<file path="src/rtl/muldiv_hilo_pkg.sv">
// Shared operation codes, FSM state encoding and helpers for the HI/LO multiply/divide unit.
package muldiv_hilo_pkg;

   localparam logic [4:0] OP_MUL  = 5'h10;
   localparam logic [4:0] OP_MULU = 5'h11;
   localparam logic [4:0] OP_DIV  = 5'h12;
   localparam logic [4:0] OP_DIVU = 5'h13;

   localparam int MD_CNT_W = 5;

   typedef enum logic [1:0] {
      MD_IDLE   = 2'd0,
      MD_ITER   = 2'd1,
      MD_FINISH = 2'd2
   } md_state_e;

   // Magnitude of a 32-bit operand; 0x80000000 maps to itself, read as unsigned.
   function automatic logic [31:0] abs32(input logic [31:0] v, input logic is_signed);
      return (is_signed && v[31]) ? (~v + 32'd1) : v;
   endfunction

endpackage

</file>
<file path="src/rtl/muldiv_hilo_if.sv">
// Request/result bundle between the EX stage (master) and the multiply/divide unit (slave).
interface muldiv_hilo_if;
   logic        start;
   logic [4:0]  op;
   logic [31:0] A;
   logic [31:0] B;
   logic        mthi;
   logic        mtlo;
   logic [31:0] wdata;
   logic        busy;
   logic        done;
   logic        div_by_zero;
   logic [31:0] hi;
   logic [31:0] lo;

   modport master (
      output start, op, A, B, mthi, mtlo, wdata,
      input  busy, done, div_by_zero, hi, lo
   );

   modport slave (
      input  start, op, A, B, mthi, mtlo, wdata,
      output busy, done, div_by_zero, hi, lo
   );
endinterface

</file>
<file path="src/rtl/div_step.sv">
// One combinational restoring-division iteration on a {remainder, quotient} pair.
module div_step (
   input  logic [31:0] i_rem,
   input  logic [31:0] i_quot,
   input  logic [31:0] i_div,
   output logic [31:0] o_rem,
   output logic [31:0] o_quot
);
   logic [32:0] w_shift;
   logic [31:0] w_diff;
   logic        w_ge;

   // Shifted partial remainder needs 33 bits because the remainder may reach divisor-1.
   assign w_shift = {i_rem, i_quot[31]};
   assign w_ge    = (w_shift >= {1'b0, i_div});
   assign w_diff  = w_shift[31:0] - i_div;
   assign o_rem   = w_ge ? w_diff : w_shift[31:0];
   assign o_quot  = {i_quot[30:0], w_ge};
endmodule

</file>
<file path="src/rtl/muldiv_hilo.sv">
// Multi-cycle MUL/MULU/DIV/DIVU unit holding architectural HI/LO with MTHI/MTLO writes.
// Build option MULDIV_FAST_MUL_EN: single-cycle multiplier at accept instead of shift-add iteration.
module muldiv_hilo
   import muldiv_hilo_pkg::*;
#(
   parameter int DIV_CYCLES = 32
) (
   input  logic          clk,
   input  logic          reset_n,
   muldiv_hilo_if.slave  bus
);
   md_state_e             r_state, w_state_next;
   logic [MD_CNT_W-1:0]   r_cnt;
   logic [63:0]           r_work;
   logic [31:0]           r_b;
   logic                  r_is_div, r_neg_q, r_neg_r, r_dbz;
   logic [31:0]           r_hi, r_lo;
   logic                  r_done, r_div_by_zero;

   logic        w_busy, w_is_mul, w_is_div, w_signed, w_accept, w_b_zero, w_fast_mul, w_skip_iter;
   logic [31:0] w_a_mag, w_b_mag, w_step_rem, w_step_quot, w_fin_quot, w_fin_rem;
   logic [32:0] w_mul_sum;
   logic [63:0] w_fast_prod, w_iter_next, w_fin_prod;

   assign w_busy   = (r_state != MD_IDLE);
   assign w_is_mul = (bus.op == OP_MUL) || (bus.op == OP_MULU);
   assign w_is_div = (bus.op == OP_DIV) || (bus.op == OP_DIVU);
   assign w_signed = (bus.op == OP_MUL) || (bus.op == OP_DIV);
   assign w_accept = bus.start && !w_busy && (w_is_mul || w_is_div);
   assign w_b_zero = (bus.B == 32'd0);
   assign w_a_mag  = abs32(bus.A, w_signed);
   assign w_b_mag  = abs32(bus.B, w_signed);

`ifdef MULDIV_FAST_MUL_EN
   assign w_fast_mul  = 1'b1;
   assign w_fast_prod = {32'd0, w_a_mag} * {32'd0, w_b_mag};
`else
   assign w_fast_mul  = 1'b0;
   assign w_fast_prod = 64'd0;
`endif

   assign w_skip_iter = (w_is_div && w_b_zero) || (w_is_mul && w_fast_mul);

   div_step u_div_step (
      .i_rem  (r_work[63:32]),
      .i_quot (r_work[31:0]),
      .i_div  (r_b),
      .o_rem  (w_step_rem),
      .o_quot (w_step_quot)
   );

   // Shift-add multiply: work = {partial product, remaining multiplier bits}.
   assign w_mul_sum   = {1'b0, r_work[63:32]} + (r_work[0] ? {1'b0, r_b} : 33'd0);
   assign w_iter_next = r_is_div ? {w_step_rem, w_step_quot} : {w_mul_sum, r_work[31:1]};

   assign w_fin_prod = r_neg_q ? (~r_work + 64'd1) : r_work;
   assign w_fin_quot = r_neg_q ? (~r_work[31:0] + 32'd1) : r_work[31:0];
   assign w_fin_rem  = r_neg_r ? (~r_work[63:32] + 32'd1) : r_work[63:32];

   always_ff @(posedge clk or negedge reset_n) begin
      if (!reset_n) r_state <= MD_IDLE;
      else          r_state <= w_state_next;
   end

   always_comb begin
      w_state_next = r_state;
      case (r_state)
         MD_IDLE:   if (w_accept) w_state_next = w_skip_iter ? MD_FINISH : MD_ITER;
         MD_ITER:   if (r_cnt == '0) w_state_next = MD_FINISH;
         MD_FINISH: w_state_next = MD_IDLE;
         default:   w_state_next = MD_IDLE;
      endcase
   end

   always_ff @(posedge clk or negedge reset_n) begin
      if (!reset_n) begin
         r_cnt         <= '0;
         r_work        <= 64'd0;
         r_b           <= 32'd0;
         r_is_div      <= 1'b0;
         r_neg_q       <= 1'b0;
         r_neg_r       <= 1'b0;
         r_dbz         <= 1'b0;
         r_hi          <= 32'd0;
         r_lo          <= 32'd0;
         r_done        <= 1'b0;
         r_div_by_zero <= 1'b0;
      end else begin
         r_done        <= 1'b0;
         r_div_by_zero <= 1'b0;
         case (r_state)
            MD_IDLE: begin
               if (w_accept) begin
                  r_cnt    <= MD_CNT_W'(DIV_CYCLES - 1);
                  r_b      <= w_b_mag;
                  r_is_div <= w_is_div;
                  r_dbz    <= w_is_div && w_b_zero;
                  r_neg_q  <= w_signed && (bus.A[31] ^ bus.B[31]);
                  r_neg_r  <= w_signed && bus.A[31];
                  r_work   <= (w_is_mul && w_fast_mul) ? w_fast_prod : {32'd0, w_a_mag};
               end else begin
                  if (bus.mthi) r_hi <= bus.wdata;
                  if (bus.mtlo) r_lo <= bus.wdata;
               end
            end
            MD_ITER: begin
               r_work <= w_iter_next;
               r_cnt  <= r_cnt - 1'b1;
            end
            MD_FINISH: begin
               r_done        <= 1'b1;
               r_div_by_zero <= r_dbz;
               if (r_dbz) begin
                  r_hi <= 32'd0;
                  r_lo <= 32'd0;
               end else if (r_is_div) begin
                  r_hi <= w_fin_rem;
                  r_lo <= w_fin_quot;
               end else begin
                  r_hi <= w_fin_prod[63:32];
                  r_lo <= w_fin_prod[31:0];
               end
            end
            default: ;
         endcase
      end
   end

   assign bus.busy        = w_busy;
   assign bus.done        = r_done;
   assign bus.div_by_zero = r_div_by_zero;
   assign bus.hi          = r_hi;
   assign bus.lo          = r_lo;
endmodule

</file>
<file path="src/flat_wrapper.sv">
// flat-port wrapper written by rule: the top's interface ports become plain ports
module muldiv_hilo_flat import muldiv_hilo_pkg::*;
#(
   parameter int DIV_CYCLES = 32
)
  (clk, reset_n, bus_start, bus_op, bus_A, bus_B, bus_mthi, bus_mtlo, bus_wdata, bus_busy, bus_done, bus_div_by_zero, bus_hi, bus_lo);
  muldiv_hilo_if bus_i ();
  input  logic clk;
  input  logic reset_n;
  input wire logic [$bits(bus_i.start)-1:0] bus_start;
  input wire logic [$bits(bus_i.op)-1:0] bus_op;
  input wire logic [$bits(bus_i.A)-1:0] bus_A;
  input wire logic [$bits(bus_i.B)-1:0] bus_B;
  input wire logic [$bits(bus_i.mthi)-1:0] bus_mthi;
  input wire logic [$bits(bus_i.mtlo)-1:0] bus_mtlo;
  input wire logic [$bits(bus_i.wdata)-1:0] bus_wdata;
  output wire logic [$bits(bus_i.busy)-1:0] bus_busy;
  output wire logic [$bits(bus_i.done)-1:0] bus_done;
  output wire logic [$bits(bus_i.div_by_zero)-1:0] bus_div_by_zero;
  output wire logic [$bits(bus_i.hi)-1:0] bus_hi;
  output wire logic [$bits(bus_i.lo)-1:0] bus_lo;
  assign bus_i.start = bus_start;
  assign bus_i.op = bus_op;
  assign bus_i.A = bus_A;
  assign bus_i.B = bus_B;
  assign bus_i.mthi = bus_mthi;
  assign bus_i.mtlo = bus_mtlo;
  assign bus_i.wdata = bus_wdata;
  assign bus_busy = bus_i.busy;
  assign bus_done = bus_i.done;
  assign bus_div_by_zero = bus_i.div_by_zero;
  assign bus_hi = bus_i.hi;
  assign bus_lo = bus_i.lo;
  muldiv_hilo #(.DIV_CYCLES(DIV_CYCLES)) u_core (.clk(clk), .reset_n(reset_n), .bus(bus_i));
endmodule
</file>
<file path="config.mk">
export PLATFORM = sky130hd
export DESIGN_NAME = muldiv_hilo_flat
export DESIGN_NICKNAME = d
export VERILOG_FILES = /design/src/rtl/muldiv_hilo_pkg.sv /design/src/rtl/muldiv_hilo_if.sv /design/src/rtl/div_step.sv /design/src/rtl/muldiv_hilo.sv /design/src/flat_wrapper.sv
export SDC_FILE = /design/constraint.sdc
export NUM_CORES = 1
export LEC_CHECK = 0
export BUFFER_PORTS_ARGS = -buffer_cell sky130_fd_sc_hd__buf_2
export CAP_MARGIN = 15
export CORE_UTILIZATION = 50
export DETAILED_ROUTE_END_ITERATION = 8
export PLACE_DENSITY = 0.71
export REMOVE_ABC_BUFFERS = 1
export SYNTH_ARGS = -nofsm -noshare
export SYNTH_HDL_FRONTEND = slang
export SYNTH_SLANG_ARGS = --single-unit
</file>
<file path="constraint.sdc">
create_clock -name clk -period 4.1 [get_ports clk]
set_input_delay 0.205 -clock clk [delete_from_list [all_inputs] [get_ports clk]]
set_output_delay 0.205 -clock clk [all_outputs]
set_load 0.05 [all_outputs]
</file>
### After elaboration in Yosys (flattened, before gate mapping)

Cells that the tools add are included.

| word-level totals | value |
|---|---|
| register bits | 173 |
| input port bits | 106 |
| output and inout bits | 67 |

| cells by class | value |
|---|---|
| add/sub/neg operators | 8 |
| $lt $le $gt $ge | 1 |
| equal/unequal tests | 11 |
| mux-type cells | 28 |
| bitwise operators | 6 |
| reductions and logical operators | 22 |

Operator list:

| cell | count |
|---|---|
| 2-to-1 mux 32 bit | 14 |
| 2-to-1 mux 64 bit | 3 |
| adder 32 x 1 -> 32 bit, second input constant | 4 |
| NOT 32 bit | 4 |
| case mux 32 bit (2 select lines) | 2 |
| case mux 64 bit (2 select lines) | 1 |
| adder 64 x 1 -> 64 bit, second input constant | 1 |
| NOT 64 bit | 1 |
| adder 32 x 33 -> 33 bit | 1 |
| greater-or-equal comparator 33 x 32 -> 1 bit | 1 |
| zero test 32 bit | 1 |
| subtractor 32 bit | 1 |
| == test 5 bit, second input constant | 4 |
| case mux 5 bit (2 select lines) | 1 |
| logical AND 1 bit | 6 |
| 2-to-1 mux 2 bit | 3 |
| != test 2 bit, second input constant | 3 |
| AND reduction 2 bit | 3 |
| AND reduction 3 bit | 2 |
| nonzero test 2 bit | 3 |
| zero test 5 bit | 1 |
| 2-to-1 mux 5 bit | 1 |
| subtractor 5 x 1 -> 5 bit, second input constant | 1 |
| logical OR 1 bit | 4 |
| 8 further kinds | 10 |

### Logic depth before layout (Yosys ltp)

| depth | value |
|---|---|
| depth after elaboration | 6 |
| mapped depth | 15 |

### Cells and area by module

A second synthesis with hierarchy kept.

| second synthesis, totals | value |
|---|---|
| cells, all modules | 2001 |
| area total of the unflattened synthesis | 15951.5 um2 |

By module, submodules not included:

| module | times used | cells each | area an instance (um2) |
|---|---|---|---|
| muldiv_hilo | 1 | 1646 | 13380.3 |
| div_step | 1 | 355 | 2571.2 |

### Worst setup path before layout

No wires, ideal clock.

| path | value |
|---|---|
| path kind | reg2reg |
| from | reg u_core.r_work[0] |
| to | reg u_core.r_work[61] |
| setup time | 118 ps |
| arrival | 3356 ps |
| slack | 626 ps |
| cell stages (with the launch flop) | 16 |
| path buffers | 3 |
| clock period less this slack | 3474 ps |
| cell sequence | dfrtp_1 -> clkbuf_1 -> inv_1 -> clkbuf_1 -> nor2_1 -> ha_1 -> clkbuf_1 -> a2111o_1 -> a2111oi_0 -> nor3_1 -> nor3_1 -> a21oi_1 -> a41o_1 -> o41ai_1 -> xnor2_1 -> a21o_1 |

| between the ends | value |
|---|---|
| cells in the longest elaborated chain, start to end | 4 |

RTL lines:

| element | RTL line | source |
|---|---|---|
| from (decl) | muldiv_hilo.sv:14 | `logic [63:0] r_work;` |
| from (signal assigned) | muldiv_hilo.sv:100 | `r_work <= (w_is_mul && w_fast_mul) ? w_fast_prod : {32'd0, w_a_mag};` |
| from (signal assigned) | muldiv_hilo.sv:107 | `r_work <= w_iter_next;` |
| 2-to-1 mux 32 bit | muldiv_hilo.sv:53 | `assign w_mul_sum = {1'b0, r_work[63:32]} + (r_work[0] ? {1'b0, r_b} : 33'd0);` |
| adder 32 x 33 -> 33 bit | muldiv_hilo.sv:53 |  |
| 2-to-1 mux 64 bit | muldiv_hilo.sv:54 | `assign w_iter_next = r_is_div ? {w_step_rem, w_step_quot} : {w_mul_sum, r_work[31:1]};` |
| case mux 64 bit (2 select lines) | muldiv_hilo.sv:91 | `case (r_state)` |

No other way between the ends.
A chain may end at the register's enable or synchronous reset.

### Final worst setup path

| path | value |
|---|---|
| from | reg u_core.r_work[0] |
| to | reg u_core.r_work[63] |

The elaborated chain is that of the path after synthesis.

==> results by group <==
Pwr
  – Overall Power: 0.0125 W
  – Leak pwr: 7.30 nW
  – Peak supply drop: 0.373 mV
  – Pwr/cell area: 743 nW/um2

Yosys
  – Post-synth ARST share: 1.00
  – Count leader, synth: nand2_1
  – Sequential area share after synthesis: 0.291
  – Synth Register Bits: 173
  – Synth Warn #: 0
  – Synth Area per Inst: 7.80 um2
  – Post-synth cell types: 83
  – Syn Std Cell Area: 14,900 um2
  – Top cells by instance count after synthesis: nand2_1 (220), dfrtp_1 (173), nor2_1 (171)
  – Post-Synthesis Cells: 1,905
  – Synth top area share: 0.291
  – EDFF count, synth: 0
  – Largest area contributor in the netlist: dfrtp_1
  – Dominant cells by area after synthesis: dfrtp_1 (29%), ha_1 (5.9%), xnor2_1 (5.9%)
  – Primary FF master, synth: dfrtp_1

Run status
  – Status: finished, final reports clean

Clocking
  – Clock latency on the worst-skew pair: 0.47 ns
  – TritonCTS buffer count: 17
  – Clk sinks: 173
  – # H-tree levels: 4
  – Buffer count from post-CTS setup fixing: 0
  – CTS tree: done
  – Root buffer cell: clkbuf_16
  – CTS resizes: 0
  – CTS Buffer Depth: 2
  – Reg clk slew, reported paths: 0.08 ns

Cells and area
  – Diode count: 0
  – Layout area overhead: 12.9%
  – Final core utilization: 0.579
  – Fill cells: 2,721
  – Final nets: 2,194
  – Share of cells above drive strength 1: 0.139

Route
  – Avg WL per Cell: 21.4 um
  – Vias: 15,300
  – Vias per std cell: 6.33
  – Drt initial violations: 1,463
  – WL final: 51,700 um
  – Pre-Repair DR Iteration Count: 5
  – Drt drc: 0
  – Post-route antenna net violation count: 0

Global route
  – GR Overflow Total: 0
  – Initial antenna violation count: 0
  – Largest net degree at the start of global routing: 96
  – GRT Total Usage: 0.341
  – Number of global-route vias before repair: 14,000
  – First-pass GRT wire length: 80,700 um

Setup path
  – Crit-path max FO: 31
  – Critical path class: flip-flop to flip-flop
  – Worst R2R End: u_core.r_work[63]$_DFFE_PN0P_
  – Worst setup path end: u_core.r_work[63]$_DFFE_PN0P_
  – Reg-to-Reg Start: u_core.r_work[0]$_DFFE_PN0P_
  – Critical path arrival: 4.14 ns
  – Worst setup EP type: flip-flop
  – Worst reg2reg setup slack: 0.31 ns
  – Critical path origin: u_core.r_work[0]$_DFFE_PN0P_
  – Critical Path Start Type: flip-flop
  – FF-to-FF path depth: 13
  – CP Data Required Time: 4.45 ns

Timing
  – RSZ-0062 raised after global routing: no
  – Final setup fails: 0
  – Final period utilization: 0.924
  – Minimum clock period: 3.79 ns
  – Worst clock skew: 0.0160 ns
  – Max Fclk: 264 MHz
  – Setup ws final: 0.312 ns
  – Max_slew headroom: 0.266
  – Final Hold Fails: 0
  – Slew Limit Fails: 0
  – Slew @ Worst Pin: 1.10 ns

Floorplanning
  – Initial Util: 0.512
  – Die area: 30,400 um2
  – Die W: 174 um
  – Area of the core: 29,000 um2
  – Top-Level Pins: 173
  – Die Ht: 174 um
  – # rows: 62

Placed design
  – DP HPWL: 39,300 um
  – IO buf count: 172
  – Dpl ws: 0.382 ns
  – Routability cong.: 1.05

Min path
  – Hold crit path type: primary input to flip-flop

Flow run
  – MaxCap Viol Count: 0
-- cells by family (layout without fill, tap and decap cells) --
| kind of cell | after synthesis | count (layout) | synth area share |
|---|---|---|---|
| AO/OA/AOI/OAI | 623 | 623 | 0.270 |
| AND/OR/NAND/NOR | 617 | 617 | 0.193 |
| buffers and inverters | 201 | 325 | 0.0513 |
| flip-flops | 173 | 173 | 0.291 |
| XOR/XNOR | 171 | 171 | 0.101 |
| adder cells (fa/ha/maj) | 72 | 72 | 0.0616 |
| multiplexers | 48 | 48 | 0.0326 |
-- sequential cells by signal (all words and copies together) (netlist names) --
register,count
u_core.r_state,2
u_core.r_neg_q,1
u_core.r_b,32
u_core.r_neg_r,1
u_core.bus.hi,32
u_core.bus.div_by_zero,1
u_core.bus.done,1
u_core.bus.lo,32
u_core.r_cnt,5
u_core.r_is_div,1
u_core.r_work,64
u_core.r_dbz,1
-- worst min-delay path by stage --
stage | start | slack (ns) | end | cells past startpoint
finish | bus_wdata[26] | 0.02 | u_core.bus.lo[26]$_DFFE_PN0P_ | 3
detailed placement | reset_n | 0.39 | u_core.r_b[19]$_DFFE_PN0P_ | 1
global placement | reset_n | 0.38 | u_core.r_b[12]$_DFFE_PN0P_ | 1
floorplan | reset_n | -0.09 | u_core.bus.div_by_zero$_DFF_PN0_ | 0
CTS | bus_wdata[26] | 0.01 | u_core.bus.lo[26]$_DFFE_PN0P_ | 3
global route | bus_wdata[15] | 0.03 | u_core.bus.lo[15]$_DFFE_PN0P_ | 3
-- repair_timing --
action	CTS	global route
endpoints found under the hold margin	95	0
setup endpoints to repair	0	0
hold buffers	2	0
-- layer usage --
layer  global-route usage  part of all wire
met5                    0                 0
met4               0.0987             0.024
met3               0.0601             0.096
met2                0.496              0.43
met1                0.512              0.45
-- layout make-up --
class / instances / area, um2 / share of cell area
clock buffers: 18 / 429 / 0.0256
clock inverters: 14 / 181 / 0.0108
inverters: 74 / 278 / 0.0165
multi-input cells: 1531 / 9820 / 0.585
flip-flops and latches: 173 / 4330 / 0.258
well taps: 384 / 480 / 0.0286
repair buffers: 219 / 1260 / 0.0752
-- worst max-delay path: stages, from the launching register on --
cell and delay, ns:
dfrtp_1 0.47, inv_1 0.13, buf_12 0.19, nor2_1 0.08, ha_1 0.35, a211o_1 0.31
o32a_1 0.40, o41ai_1 0.47, a21oi_1 0.20, a41o_1 0.34, o41ai_1 0.38, buf_4 0.17
o21ai_0 0.07, o211a_1 0.12
-- per-stage QoR --
| step | hold WS [ns] | setup TNS [ns] | instances | instance area [um2] |
|---|---|---|---|---|
| floorplan | -0.0906 | -0.816 | 1778 | 14400 |
| global placement | 0.376 | 0 | 2379 | 16200 |
| detailed placement | 0.390 | 0 | 2379 | 16200 |
| CTS | 0.00994 | 0 | 2413 | 16800 |
| global route | 0.0348 | 0 | 2413 | 16800 |
| finish | 0.0160 | 0 | 2413 | 16800 |
-- layout by cell type (no fill, tap or decap), types with 70 or more instances in the layout --
cell type    n
a21oi_1    151
nor2_1     168
dfrtp_1    172
xnor2_1    100
inv_1       74
ha_1        70
nand2_1    220
o21ai_0    149
buf_2      171
xor2_1      71
-- where the power goes --
part           switching (W)  total (W)  internal, W  leakage, nW
Combinational        0.00473    0.00749      0.00276         4.93
Clock               0.000781    0.00176     0.000975        0.301
Sequential          0.000985    0.00322      0.00224         2.07
Total                0.00650     0.0125      0.00597         7.30
Power figures use the tool's default switching activity.
